### src/rtl/spi_pkg.sv
// Shared types and sizing helpers for the SPI frame receiver.
package spi_pkg;

  typedef enum logic [1:0] {
    IDLE  = 2'd0,
    SETUP = 2'd1,
    XFER  = 2'd2,
    HOLD  = 2'd3
  } state_t;

  typedef struct packed {
    logic cpol;
    logic cpha;
  } mode_t;

  localparam int DEF_DATA_W      = 8;
  localparam int DEF_FRAME_WORDS = 15;
  localparam int DEF_HALF_DIV    = 2;

  localparam int FRAME_W = DEF_DATA_W * DEF_FRAME_WORDS;
  localparam int CNT_W   = $clog2(DEF_HALF_DIV + 1);

  // Width of a down-counter that must hold the value half_div.
  function automatic int cnt_width(input int half_div);
    return $clog2(half_div + 1);
  endfunction

  function automatic int frame_width(input int data_w, input int frame_words);
    return data_w * frame_words;
  endfunction

endpackage

### src/rtl/spi_master_frame_rx_sclk_gen.sv
// SCLK generator: half-period down-counter, SCLK toggle and edge strobes.
// Strobes are asserted in the m_clk cycle whose closing edge toggles SCLK.
module spi_sclk_gen
  import spi_pkg::*;
#(
  parameter int HALF_DIV = DEF_HALF_DIV
) (
  input  logic m_clk,
  input  logic rst,
  input  logic en,
  input  logic load,
  input  logic load_lvl,
  input  logic idle_lvl,
  output logic sclk,
  output logic lead,
  output logic trail
);

  localparam int HC_W = cnt_width(HALF_DIV);
  localparam logic [HC_W-1:0] HC_RELOAD = HC_W'(HALF_DIV - 1);

  logic [HC_W-1:0] half_cnt;
  logic            tc;

  assign tc    = en && (half_cnt == '0);
  // Every word has an even number of edges, so an edge leaving the idle level is leading.
  assign lead  = tc && (sclk == idle_lvl);
  assign trail = tc && (sclk != idle_lvl);

  // Half-period counter reloads at terminal count and is parked while disabled; SCLK toggles at terminal count.
  always_ff @(posedge m_clk or posedge rst) begin
    if (rst) begin
      half_cnt <= HC_RELOAD;
      sclk     <= 1'b0;
    end else begin
      if (!en || tc) half_cnt <= HC_RELOAD;
      else           half_cnt <= half_cnt - 1'b1;
      if (load)    sclk <= load_lvl;
      else if (tc) sclk <= ~sclk;
    end
  end

endmodule

### src/rtl/spi_master_frame_rx.sv
// SPI master that clocks out a per-word transmit stream and assembles
// FRAME_WORDS received words into one frame offered via valid/ready.
//
// state | meaning
// IDLE  | chip select high, waiting for start
// SETUP | chip select low, HALF_DIV cycles before the first SCLK edge
// XFER  | SCLK running, 2*DATA_W edges per word, no inter-word gap
// HOLD  | HALF_DIV cycles after the last edge before chip select rises
module spi_master_frame_rx
  import spi_pkg::*;
#(
  parameter int DATA_W      = DEF_DATA_W,
  parameter int FRAME_WORDS = DEF_FRAME_WORDS,
  parameter int HALF_DIV    = DEF_HALF_DIV
) (
  input  logic                            m_clk,
  input  logic                            rst,
  input  logic                            start,
  input  logic                            cpol,
  input  logic                            cpha,
  input  logic [DATA_W-1:0]               tx_word,
  output logic                            tx_next,
  output logic                            busy,
  output logic                            spi_sclk,
  output logic                            spi_cs_n,
  output logic                            spi_mosi,
  input  logic                            spi_miso,
  output logic [DATA_W*FRAME_WORDS-1:0]   frame_data,
  output logic                            frame_valid,
  input  logic                            frame_ready,
  output logic                            overrun
);

  localparam int FRM_W = frame_width(DATA_W, FRAME_WORDS);
  localparam int HC_W  = cnt_width(HALF_DIV);
  localparam int BIT_W = $clog2(2 * DATA_W);
  localparam int WRD_W = (FRAME_WORDS > 1) ? $clog2(FRAME_WORDS) : 1;
  localparam logic [HC_W-1:0]  PH_RELOAD = HC_W'(HALF_DIV - 1);
  localparam logic [BIT_W-1:0] BIT_LAST  = BIT_W'(2 * DATA_W - 1);
  localparam logic [WRD_W-1:0] WRD_LAST  = WRD_W'(FRAME_WORDS - 1);

  state_t            state, state_nxt;
  mode_t             mode;
  logic [HC_W-1:0]   phase_cnt;
  logic [BIT_W-1:0]  bit_cnt;
  logic [WRD_W-1:0]  word_cnt;
  logic [DATA_W-1:0] tx_sh;
  logic [DATA_W-1:0] rx_sh;
  logic [DATA_W-1:0] rx_word;
  logic [FRM_W-1:0]  asm_buf;
  logic              accept, lead, trail, sample_edge, shift_edge;
  logic              last_bit, last_word, word_end, frame_end, done;

  assign accept      = (state == IDLE) && start;
  assign sample_edge = mode.cpha ? trail : lead;
  assign shift_edge  = mode.cpha ? lead : trail;
  assign last_bit    = (bit_cnt == BIT_LAST);
  assign last_word   = (word_cnt == WRD_LAST);
  assign word_end    = trail && last_bit;
  assign frame_end   = word_end && last_word;
  assign done        = (state == HOLD) && (phase_cnt == '0);
  // With CPHA=1 the final bit is sampled on the same edge that closes the word.
  assign rx_word     = mode.cpha ? {rx_sh[DATA_W-2:0], spi_miso} : rx_sh;

  assign spi_cs_n = (state == IDLE);
  assign busy     = (state != IDLE);

  spi_sclk_gen #(.HALF_DIV(HALF_DIV)) u_sclk_gen (
    .m_clk    (m_clk),
    .rst      (rst),
    .en       (state == XFER),
    .load     (accept),
    .load_lvl (cpol),
    .idle_lvl (mode.cpol),
    .sclk     (spi_sclk),
    .lead     (lead),
    .trail    (trail)
  );

  // State register.
  always_ff @(posedge m_clk or posedge rst) begin
    if (rst) state <= IDLE;
    else     state <= state_nxt;
  end

  // Next-state decode.
  always_comb begin
    state_nxt = state;
    unique case (state)
      IDLE:    if (start)             state_nxt = SETUP;
      SETUP:   if (phase_cnt == '0)   state_nxt = XFER;
      XFER:    if (frame_end)         state_nxt = HOLD;
      HOLD:    if (phase_cnt == '0)   state_nxt = IDLE;
      default:                        state_nxt = IDLE;
    endcase
  end

  // SETUP/HOLD duration down-counter, reloaded on every state change.
  always_ff @(posedge m_clk or posedge rst) begin
    if (rst)                         phase_cnt <= PH_RELOAD;
    else if (state_nxt != state)     phase_cnt <= PH_RELOAD;
    else if (phase_cnt != '0)        phase_cnt <= phase_cnt - 1'b1;
  end

  // Mode latch, bit/word counters, transmit and receive shifters, assembly buffer.
  always_ff @(posedge m_clk or posedge rst) begin
    if (rst) begin
      mode     <= '0;
      tx_next  <= 1'b0;
      spi_mosi <= 1'b0;
      tx_sh    <= '0;
      rx_sh    <= '0;
      bit_cnt  <= '0;
      word_cnt <= '0;
      asm_buf  <= '0;
    end else begin
      tx_next <= 1'b0;
      if (accept) begin
        mode     <= '{cpol: cpol, cpha: cpha};
        tx_next  <= 1'b1;
        bit_cnt  <= '0;
        word_cnt <= '0;
        if (!cpha) begin
          spi_mosi <= tx_word[DATA_W-1];
          tx_sh    <= {tx_word[DATA_W-2:0], 1'b0};
        end else begin
          tx_sh    <= tx_word;
        end
      end else if (state == XFER) begin
        if (lead || trail) bit_cnt <= last_bit ? '0 : bit_cnt + 1'b1;
        if (sample_edge) rx_sh <= {rx_sh[DATA_W-2:0], spi_miso};
        if (shift_edge && !word_end) begin
          spi_mosi <= tx_sh[DATA_W-1];
          tx_sh    <= {tx_sh[DATA_W-2:0], 1'b0};
        end
        if (word_end) begin
          asm_buf[FRM_W-1-int'(word_cnt)*DATA_W -: DATA_W] <= rx_word;
          if (!last_word) begin
            word_cnt <= word_cnt + 1'b1;
            tx_next  <= 1'b1;
            if (!mode.cpha) begin
              spi_mosi <= tx_word[DATA_W-1];
              tx_sh    <= {tx_word[DATA_W-2:0], 1'b0};
            end else begin
              tx_sh    <= tx_word;
            end
          end
        end
      end
    end
  end

  // Host-side frame register: publish on completion unless an unread frame is pending.
  always_ff @(posedge m_clk or posedge rst) begin
    if (rst) begin
      frame_data  <= '0;
      frame_valid <= 1'b0;
      overrun     <= 1'b0;
    end else begin
      if (frame_valid && frame_ready) frame_valid <= 1'b0;
      if (done) begin
        if (!frame_valid || frame_ready) begin
          frame_data  <= asm_buf;
          frame_valid <= 1'b1;
        end else begin
          overrun <= 1'b1;
        end
      end
    end
  end

endmodule
### config.mk
export PLATFORM = sky130hd
export DESIGN_NAME = spi_master_frame_rx
export DESIGN_NICKNAME = d
export VERILOG_FILES = /design/src/rtl/spi_pkg.sv /design/src/rtl/spi_master_frame_rx_sclk_gen.sv /design/src/rtl/spi_master_frame_rx.sv
export SDC_FILE = /design/constraint.sdc
export NUM_CORES = 1
export LEC_CHECK = 0
export BUFFER_PORTS_ARGS = -buffer_cell sky130_fd_sc_hd__buf_2
export CORE_ASPECT_RATIO = 1.4
export CORE_MARGIN = 2
export CORE_UTILIZATION = 40
export CTS_CLUSTER_SIZE = 28
export DETAILED_ROUTE_END_ITERATION = 7
export PLACE_DENSITY = 0.67
export SLEW_MARGIN = 20
export SYNTH_ARGS = -nofsm -noshare
export SYNTH_HDL_FRONTEND = slang
export SYNTH_HIERARCHICAL = 1
export SYNTH_SLANG_ARGS = --single-unit
export TNS_END_PERCENT = 30
### constraint.sdc
create_clock -name m_clk -period 11.3 [get_ports m_clk]
set_input_delay 0.565 -clock m_clk [delete_from_list [all_inputs] [get_ports m_clk]]
set_output_delay 0.565 -clock m_clk [all_outputs]
set_load 0.01 [all_outputs]
==> results.md <==
- Layout Skew: 11.3 ps
- Placed inst area: 12500 um2
- Setup violations, final: 0
- WS Path Type: reg2reg
- Final Max Tran Viols: 0
- Pwr/cell area: 142 nW/um2
- Fin area: 13400 um2
- Layout area overhead: 16.7%
- EDFF count, synth: 0
- Crit start category: flop
- Clk Latency, worst-skew pair: 530 ps
- RSZ-0062 raised after global routing: no
- 1st-pass router iterations: 5
- Post-synth top area share: 0.601
- Post-Syn Area: 11500 um2
- Setup Buffers After CTS: 0
- Fin crit share: 0.322
- Vias in the first global route: 6759
- Diodes inserted: 0
- Synth cell types: 66
- CORE AREA: 28300 um2
- Critical Path AT: 4040 ps
- Area leader, netlist: dfrtp_1
- Share of layout cells above drive strength 1: 0.516
- Vias/cell: 5.16
- Max rail drop VDD: 0.0885 mV
- Die Height: 204 um
- Final Hold Violating Endpoints: 0
- TritonCTS clock tree: yes
- Reg clk slew, reported paths: 70 ps
- CTS Sinks: 277
- Fin crit period: 3640 ps
- Worst-Margin Slew: 905 ps
- CP max FO: 16
- Die Area: 30000 um2
- Number of synthesized register bits: 277
- Hold WC Path Type: in2reg
- Critical Path RT: 11700 ps
- Hold WS: 264 ps
- Max H-tree Level: 1
- YS warnings: 6
- Predominant post-synthesis flop cell: dfrtp_1
- CP Capture Type: flop
- P_leak: 7.02 nW
- DRC Markers: 0
- Cts bufs inserted: 25
- First-pass GRT wire length: 39300 um
- RD Place Congestion: 0.847
- Outcome: finished clean
- Slew HR: 0.397
- Grt total ovfl: 0
- Initial DRC Count: 415
- WL final: 24900 um
- Final ANT Viol Nets: 0
- Gr usage total: 0.167
- Initial core utilization: 0.404
- Top-count cell post-synth: dfrtp_1
- Syn avg cell area: 15.0 um2
- Vias: 6634
- IO buf count: 141
- Synthesized netlist cell count: 761
- Async S/R FF share, synth: 1.00
- Top post-synthesis cells by area: dfrtp_1, mux2_2, mux2_4
- WL/cell: 19.4 um
- CTS max path bufs: 3
- Max Clk Rate: 275 MHz
- Max-Cap Viols: 0
- TNS Setup: 0 ps
- Syn Nets: 781
- Nets: 917
- Ports: 142
- Sequential share of the synthesized area: 0.605
- Hpwl dp: 16300 um
- Die width: 147 um
- CTS Root Cell: clkbuf_16
- Largest net degree at the start of global routing: 122
- Initial antenna violation count: 0
- FP Rows: 73
- Synth top cells by count: dfrtp_1, mux2_2, mux2_4
-- layout by cell type, fill, tap and decap left out, types with 3 or more instances in the layout --
cell type / count
mux2i_1: 3
clkbuf_1: 3
clkbuf_8: 7
a22o_1: 5
mux2_4: 24
o21bai_1: 3
nand2_1: 13
a21oi_1: 12
clkbuf_16: 25
nor2b_1: 5
o221ai_1: 3
nor3_1: 8
buf_2: 141
nor2_1: 10
nand3_1: 10
xnor2_1: 3
clkinv_2: 3
nand2b_1: 3
mux2_2: 239
or3_1: 4
a221o_1: 4
dfrtp_1: 275
ha_1: 5
mux2_1: 5
o21ai_0: 14
inv_1: 15
nor3_4: 3
o31ai_1: 3
-- what timing repair did --
item                                   CTS  global route
hold buffers                             1             0
endpoints found under the hold margin    2             0
resized for setup                        0             0
-- report_power, final --
part           switching (W)  leakage [nW]  internal, W
clock network       0.000359         0.406     0.000495
logic              0.0000362          2.84    0.0000112
registers         0.00000298          3.78     0.000996
-- final timing paths --
| check | start | end | slack, ps | cells past startpoint |
|---|---|---|---|---|
| max in group asynchronous | rst | frame_data[114] | 9130 | 4 |
| worst min-delay path | cpol | mode[1] | 260 | 3 |
| min in group asynchronous | rst | u_sclk_gen/half_cnt[1] | 490 | 3 |
| worst min register to register | u_sclk_gen/half_cnt[0] | u_sclk_gen/half_cnt[0] | 480 | 1 |
| worst max register to register | state[0] | asm_buf[66] | 7660 | 8 |
| worst max-delay path | state[0] | asm_buf[66] | 7660 | 8 |
-- per-layer routing --
metal	wire length, um	share of wire	up-vias	track usage
met1	10700	0.43	3455	0.216
met2	12700	0.51	138	0.291
li1	-	-	3009	-
met4	472	0.019	0	0.0470
met5	0	0	-	0
met3	1010	0.040	32	0.0257
-- metrics by stage --
stage	util	cells	power [W]	setup slack, ps
after floorplan	-	761	0.00105	3180
final	0.472	1286	0.00190	7660
after global routing	0.472	1286	0.00197	7380
after global placement	0.441	1242	0.00107	7750
after detailed placement	0.442	1243	0.00107	7660
after CTS	0.471	1285	0.00193	7670
-- layout make-up --
| class | count | area (um2) |
|---|---|---|
| Fill cell | 2516 | 15000 |
| Tap cell | 375 | 469 |
| Clock buffer | 35 | 733 |
| Timing Repair Buffer | 147 | 797 |
| Sequential cell | 277 | 6930 |
| Inverter | 17 | 71.3 |
| Clock inverter | 6 | 83.8 |
| Multi-Input combinational cell | 429 | 4270 |
-- state kept, by name, summed over array words and instances (netlist names) --
signal / flops
mode: 2
u_sclk_gen/sclk: 1
phase_cnt: 2
bit_cnt: 4
rx_sh: 8
asm_buf: 120
u_sclk_gen/half_cnt: 2
tx_sh: 8
tx_next: 1
overrun: 1
word_cnt: 4
state: 2
spi_mosi: 1
frame_data: 120
frame_valid: 1
-- critical path, stage by stage (launching register included) --
cell,delay (ps)
dfrtp_1,500
nand2b_2,300
inv_1,400
nand2_1,160
nor2b_1,300
and4_1,550
nand3_1,210
nor3_2,660
mux2_2,410
-- kinds of logic (layout without fill, tap and decap cells) --
family,Yosys count,in the layout,share of synthesized area
flip-flops,277,277,0.605
multiplexers,271,271,0.274
AND/OR/NAND/NOR,83,83,0.0477
AO/OA/AOI/OAI,64,64,0.0393
buffers and inverters,55,205,0.0221
XOR/XNOR,6,6,0.00590
adder cells (fa/ha/maj),5,5,0.00546
No activity file was read; power rests on OpenSTA's default activity.
